`src/rtl/tensor_slice_seq_pkg.sv`:
```
// Shared definitions for the tensor_slice sequencer: instruction layout, cfg field
// offsets and FSM state encodings.
package tensor_slice_seq_pkg;

  localparam int CFG_W    = 26;
  localparam int INSTR_W  = 28;
  localparam int TRIG_BIT = 0;
  localparam int OUT_LSB  = 12;  // OSEL/RELU/SHIFT block copied during EMIT
  localparam int OUT_MSB  = 20;
  localparam int PIDX_LSB = 21;

  typedef struct packed {
    logic             emit;
    logic             cons;
    logic [CFG_W-1:0] cfg;
  } instr_t;

  typedef enum logic [1:0] {
    ST_IDLE  = 2'd0,
    ST_ISSUE = 2'd1,
    ST_EMIT  = 2'd2,
    ST_DONE  = 2'd3
  } seq_state_e;

endpackage

```
`src/rtl/tensor_slice_seq_prog_mem.sv`:
```
// Program store for the sequencer: one synchronous write port, one combinational
// read port. Contents are deliberately not reset.
module tensor_slice_seq_prog_mem
  import tensor_slice_seq_pkg::*;
#(
  parameter int PROG_DEPTH = 16,
  parameter int PROG_AW    = 4
) (
  input  logic               clk,
  input  logic               we,
  input  logic [PROG_AW-1:0] waddr,
  input  logic [INSTR_W-1:0] wdata,
  input  logic [PROG_AW-1:0] raddr,
  output logic [INSTR_W-1:0] rdata
);

  logic [INSTR_W-1:0] mem [PROG_DEPTH];

  always_ff @(posedge clk) begin
    if (we) mem[waddr] <= wdata;
  end

  assign rdata = mem[raddr];

endmodule

```
`src/rtl/tensor_slice_seq.sv`:
```
// Microcoded sequencer driving one tensor_slice config word; runs a loaded program
// iter+1 times. Optional stall counter enabled by defining TS_SEQ_PERF_EN.
module tensor_slice_seq
  import tensor_slice_seq_pkg::*;
#(
  parameter int CONFIG_WIDTH = 26,
  parameter int PROG_DEPTH   = 16,
  parameter int PROG_AW      = 4,
  parameter int ITER_WIDTH   = 8,
  parameter int DUMP_IDX     = 15
) (
  input  logic                    clk,
  input  logic                    rst,
  input  logic                    prog_we,
  input  logic [PROG_AW-1:0]      prog_addr,
  input  logic [27:0]             prog_wdata,
  input  logic                    start,
  input  logic [PROG_AW-1:0]      last_addr,
  input  logic [ITER_WIDTH-1:0]   iter,
  output logic                    busy,
  output logic                    done,
  input  logic                    wnd_valid,
  output logic                    wnd_ready,
  output logic [CONFIG_WIDTH-1:0] cfg_out,
  output logic                    out_valid,
  input  logic                    out_ready,
  output logic [15:0]             perf_stall
);

  localparam logic [CONFIG_WIDTH-1:0] IDLE_CFG =
    CONFIG_WIDTH'(DUMP_IDX) << PIDX_LSB;

  seq_state_e            state;
  logic [PROG_AW-1:0]    pc;
  logic [PROG_AW-1:0]    last_q;
  logic [ITER_WIDTH-1:0] iter_cnt;
  logic [INSTR_W-1:0]    rd_data;
  instr_t                instr;
  logic                  stall;
  logic                  adv;
  logic                  start_ok;

  tensor_slice_seq_prog_mem #(
    .PROG_DEPTH (PROG_DEPTH),
    .PROG_AW    (PROG_AW)
  ) u_prog_mem (
    .clk   (clk),
    .we    (prog_we && !busy),
    .waddr (prog_addr),
    .wdata (prog_wdata),
    .raddr (pc),
    .rdata (rd_data)
  );

  assign instr    = instr_t'(rd_data);
  assign start_ok = (state == ST_IDLE) && start;

  // Slice-facing outputs follow the current step; non-issue cycles park sp on the dump slot.
  always_comb begin
    cfg_out   = IDLE_CFG;
    wnd_ready = 1'b0;
    stall     = 1'b0;
    adv       = 1'b0;
    case (state)
      ST_ISSUE: begin
        if (instr.cons && !wnd_valid) begin
          stall = 1'b1;
        end else begin
          cfg_out           = instr.cfg;
          cfg_out[TRIG_BIT] = 1'b1;
          wnd_ready         = instr.cons;
          adv               = !instr.emit;
        end
      end
      ST_EMIT: begin
        cfg_out[OUT_MSB:OUT_LSB] = instr.cfg[OUT_MSB:OUT_LSB];
        adv                      = out_ready;
      end
      default: ;
    endcase
  end

  always_ff @(posedge clk) begin
    if (rst) begin
      state     <= ST_IDLE;
      pc        <= '0;
      busy      <= 1'b0;
      done      <= 1'b0;
      out_valid <= 1'b0;
    end else begin
      done <= 1'b0;
      case (state)
        ST_IDLE: begin
          if (start) begin
            last_q   <= last_addr;
            iter_cnt <= iter;
            pc       <= '0;
            busy     <= 1'b1;
            state    <= ST_ISSUE;
          end
        end
        ST_ISSUE: begin
          if (!stall && instr.emit) begin
            out_valid <= 1'b1;
            state     <= ST_EMIT;
          end
        end
        ST_EMIT:  if (out_ready) out_valid <= 1'b0;
        ST_DONE:  state <= ST_IDLE;
        default:  state <= ST_IDLE;
      endcase
      // Step completion: next step, next pass, or end of run.
      if (adv) begin
        if (pc != last_q) begin
          pc    <= pc + PROG_AW'(1);
          state <= ST_ISSUE;
        end else if (iter_cnt != '0) begin
          iter_cnt <= iter_cnt - ITER_WIDTH'(1);
          pc       <= '0;
          state    <= ST_ISSUE;
        end else begin
          busy  <= 1'b0;
          done  <= 1'b1;
          state <= ST_DONE;
        end
      end
    end
  end

`ifdef TS_SEQ_PERF_EN
  function automatic logic [15:0] sat_inc16(input logic [15:0] v);
    return (v == 16'hFFFF) ? v : v + 16'd1;
  endfunction

  logic [15:0] perf_q;

  always_ff @(posedge clk) begin
    if (rst || start_ok) begin
      perf_q <= '0;
    end else if (stall || ((state == ST_EMIT) && !out_ready)) begin
      perf_q <= sat_inc16(perf_q);
    end
  end

  assign perf_stall = perf_q;
`else
  assign perf_stall = '0;
`endif

endmodule
```
`config.mk`:
```
export PLATFORM = sky130hd
export DESIGN_NAME = tensor_slice_seq
export DESIGN_NICKNAME = d
export VERILOG_FILES = /design/src/rtl/tensor_slice_seq_pkg.sv /design/src/rtl/tensor_slice_seq_prog_mem.sv /design/src/rtl/tensor_slice_seq.sv
export SDC_FILE = /design/constraint.sdc
export NUM_CORES = 1
export LEC_CHECK = 0
export ABC_AREA = 1
export CAP_MARGIN = 20
export CORE_MARGIN = 2
export CORE_UTILIZATION = 40
export DETAILED_ROUTE_END_ITERATION = 7
export DONT_BUFFER_PORTS = 1
export PLACE_DENSITY = 0.65
export SLEW_MARGIN = 20
export SYNTH_ARGS = -nofsm -noshare
export SYNTH_HDL_FRONTEND = slang
export SYNTH_HIERARCHICAL = 1
export SYNTH_SLANG_ARGS = --single-unit
```
`constraint.sdc`:
```
create_clock -name clk -period 2.2 [get_ports clk]
set_clock_uncertainty 0.1 [all_clocks]
set_input_delay 0.11 -clock clk [delete_from_list [all_inputs] [get_ports clk]]
set_output_delay 0.11 -clock clk [all_outputs]
set_load 0.005 [all_outputs]
```
# Word-level counts from Yosys, hierarchy flattened
# Memory sizes are Yosys's and may differ from the RTL's. A register that Yosys moved wholly into a read port is not among the register bits.
# Cells that the tools add are included.
[word_totals] mem_bits_rw=448 n_memories=1 out_inout_bits=46 ff_bits=21 inputBits=50
[mem_list] name="u_prog_mem.mem" depth=16 word_bits=28 rd=1 rd_ports_with_merged_regs=1 write_ports=1 line="tensor_slice_seq_prog_mem.sv:17" text="logic [INSTR_W-1:0] mem [PROG_DEPTH];"
[op_classes] bitwise_logic=2 n_reduce_logical=15 n_addsub=2 mux=38 n_eq_ne=8
[ops] op="$mux 8" n=5
[ops] op="$mux 26" n=1
[ops] op="$mux 4" n=6
[ops] op="$pmux 9 s2" n=1
[ops] op="$mux 1" n=15
[ops] op="$mux 12" n=1
[ops] op="$mux 2" n=5
[ops] op="$reduce_and 3->1" n=3
[ops] op="$reduce_bool 8->1" n=1
[ops] op="$sub 8x1->8 const B" n=1
[ops] op="$ne 3x3->1 const B" n=2
[ops] op="$pmux 2 s3" n=1
[ops] op="$mux 5" n=1
[ops] op="$add 4x1->4 const B" n=1
[ops] op="$eq 2x2->1 const B" n=2
[ops] op="$logic_not 1->1" n=4
[ops] op="$ne 2x2->1 const B" n=2
[ops] op="$ne 4x4->1" n=1
[ops] op="$pmux 1 s2" n=2
[ops] op="$reduce_bool 4->1" n=1
[ops] op="$logic_and 1x1->1" n=3
[ops] op="$reduce_or 3->1" n=1
[ops] op="$eq 2x1->1 const B" n=1
[ops] op="$logic_not 2->1" n=1
[ops] op="other kinds (2)" n=3

# Depth between registers and ports, before layout
[depth] word_depth=9 depth_mapped=19 ltp_nobuf=17

# Cells and area by module
# The synthesis kept the hierarchy.
[modules_own_cells] mod="tensor_slice_seq_prog_mem" n_inst=1 cells_each=1830 seq_area_each_um2=13452.9 area_each_um2=19222.2
[modules_own_cells] mod="tensor_slice_seq" n_inst=1 cells_each=275 seq_area_each_um2=540.5 area_each_um2=1800.5

# Worst setup path before layout
# No wires, ideal clock.
[synth_timing] path_kind="register -> register" from="reg pc[0]" to="reg iter_cnt[0] (data pin)" n_path_buf=4 stages_incl_launch_ff=18 setup_time_ps=259 t_required_ps=1841 path_slack_ps=-225 arrival_time_ps=2066 path_cell_list="dfxtp_1 buf_4 buf_4 buf_2 nand2_1 nand3_1 nand3_1 nand3_1 nand2_1 nand2_1 nand3_1 nand2_1 nand2_2 nor2_8 nand2_4 buf_6 nor2_2 a21oi_2"
[synth_via] elab_chain_cells=3
[synth_lines] element="start, declared" line="tensor_slice_seq.sv:34" text="logic [PROG_AW-1:0] pc;"
[synth_lines] element="start signal, assigned" line="tensor_slice_seq.sv:115" text="pc <= pc + PROG_AW'(1);"
[synth_lines] element="$ne 4x4->1" line="tensor_slice_seq.sv:114" text="if (pc != last_q) begin"
[synth_lines] element="$mux 8" line="tensor_slice_seq.sv:114"
[synth_lines] element="$mux 8" line="tensor_slice_seq.sv:113" text="if (adv) begin"
[synth_lines] element="end signal, assigned" line="tensor_slice_seq.sv:96" text="iter_cnt <= iter;"
[synth_lines] element="end signal, assigned" line="tensor_slice_seq.sv:118" text="iter_cnt <= iter_cnt - ITER_WIDTH'(1);"
[synth_lines] element="end, declared" line="tensor_slice_seq.sv:36" text="logic [ITER_WIDTH-1:0] iter_cnt;"
# No other way between the ends.
# A chain may end at the register's enable or synchronous reset.

==> key figures <==
Finish
  • Final core utilization: 49.2%
  • Number of nets in the layout: 2,206
  • Layout Area Growth over Synthesis: 21.3%
  • Commonest non-fill, non-tap cell in the layout: nand2_1
  • Most frequent cells in the layout: nand2_1, edfxtp_1, inv_1
  • Fillers: about 4,300
  • Fraction of layout cells with a size suffix above 1: 14.8%

Floorplan
  • CORE AREA: approximately 0.05 mm²
  • Die height: 230 µm
  • Die width: about 230 µm
  • Rows: 82
  • DIE AREA: 0.0527 mm²
  • Initial Util: 40.6%
  • # IOs: between 90 and 100

Global routing
  • Initial antenna violation count: 2
  • Global-route met3 utilization: 3.41%
  • GR Util All Layers: 19.6%
  • GR Util met1: 24.3%
  • Number of global-route vias before repair: 13,865
  • Global-route wire length before repair: 78,700 µm
  • Largest net degree at the start of global routing: 75
  • Met2 Track Usage GR: between 30 and 40%
  • Grt ovf: 0
  • GRT Max-Usage Layer: met2

Timing
  • Slack of the critical path: -318 ps
  • Worst slew pin tran: 593 ps
  • Final worst-path cycle share: 114%
  • Final slew viol count: 0
  • FMAX: just under 400 MHz
  • Slew HR: 60.3%
  • Total negative slack: -8470 ps
  • # setup viols final: 40
  • Final min period: 2520 ps
  • RSZ-0062 raised after global routing: yes
  • Worst hold slack: 54.2 ps
  • Final Hold Fails: 0

Worst setup path
  • Arrival @ worst endpoint: ~2300 ps
  • CP most frequent cell: nand2_2
  • Crit-path max FO: 5
  • Crit Path Class: reg2out
  • CP startpoint kind: flop
  • Crit-path slowest cell: dfxtp_4
  • Required @ worst endpoint: 1990 ps
  • Crit-path cells: buf_6, nand2_2, nand2_1, nand2_1, nand3_2, nand3_2, nand2_2, nand2_2, nand2_4, inv_4, o21ai_4, buf_12, buf_12, nor2_4
  • Crit end category: output pin
  • Worst path max stage delay: ~400 ps

Status
  • Status: complete, but fails checks
  • Failing checks: negative setup slack

Drt
  • Initial DRC count: 1,702
  • Antenna Nets Post-Route: 0
  • # DRC: 0
  • WL/cell: 18.6 µm
  • Routed vias: 14,355
  • DRT Pass-1 Iters: 7
  • Routed WL: 53,100 µm
  • DR vias/cell: 5.02

CTS
  • Clock root buffer master: clkbuf_16
  • H-tree depth: 2
  • Total CTS buffers: 48
  • Clock Latency Late Sink: 580 ps
  • CTS sink count: 453
  • Clk pin slew, worst setup/hold paths: 60 ps
  • CTS tree: done
  • CTS Buffer Depth: 3

Placement
  • IO buf count: 0
  • GPL Wtd Cong: between 0.8 and 0.9
  • DP Wirelength: 25,700 µm
  • DP Worst Slack: -53.8 ps

Power and ir drop
  • Pleak: 10.5 nW
  • Worst VDD drop: 0.698 mV
  • Power density over cell area: between 800 and 900 mW/mm²

Synthesis
  • Mapped Area: a little over 0.02 mm²
  • Mapped Avg Cell Area: ~10 µm²
  • Gate Count Post-Synth: 2,044
  • Synth warnings: 6

Worst hold path
  • Min-Delay Path Class: in2reg

Flow run
  • Max_cap viols: 0
-- stage by stage --
step                instances  cell area [µm²]  total power, mW
detailed placement       2685            21600             12.4
global placement         2685            21600             12.3
global route             2861            24700             21.4
floorplan                2059            20500             11.7
CTS                      2850            24200             20.4
finish                   2862            24700             20.6
-- sequential cells by signal (all words and copies together) (netlist names) --
name,cells
state,2
u_prog_mem/mem,432
iter_cnt,8
out_valid,1
pc,4
done,1
last_q,4
busy,1
-- metal layers --
metal,vias to the layer above,share of wire (%)
li1,6742,-
met1,6895,40
met2,601,49
met3,117,7.8
met4,0,3.2
met5,-,0
-- power breakdown --
part           switching, mW  total (mW)  internal (mW)  leakage (nW)
clock network           3.25        7.33           4.08         0.684
logic                   2.07        3.45           1.38          5.68
registers             0.0970        9.78           9.69          4.09
total                   5.42        20.6           15.1          10.5
-- worst paths after layout --
| kind | cells past startpoint | from | to | slack, ps |
|---|---|---|---|---|
| worst max register to register | 17 | pc[0] | iter_cnt[5] | -190 |
| worst max-delay path | 14 | pc[0] | cfg_out[14] | -320 |
| worst min-delay path | 1 | last_addr[3] | last_q[3] | 50 |
| worst min register to register | 2 | state[0] | state[0] | 410 |
-- repair_timing --
action,CTS,global route
gates cloned,11,5
resized for setup,84,84
hold endpoints to repair,465,0
buffers inserted,24,5
pin swaps,28,46
hold buffers,42,0
endpoints found under the setup margin,28,41
-- area by class of cell --
class                   count  area (µm²)  area share (%)
diodes                      2        5.00          0.0203
clock buffers              62        1270            5.16
clock inverters            26         125           0.507
inverters                 388        1470            5.97
multi-input cells        1108        5410            21.9
flip-flops and latches    453       13500            54.8
well taps                 672         841            3.41
repair buffers            151        2040            8.25
-- worst max-delay path: cells and delay by family, from the launching register on --
| kind | cells | cell delay [ps] |
|---|---|---|
| AOI/OAI and AO/OA | 1 | 140 |
| and+or+nand+nor | 9 | 660 |
| buffers and inverters | 4 | 490 |
| DFF | 1 | 400 |
(Power assumes the default switching activity.)
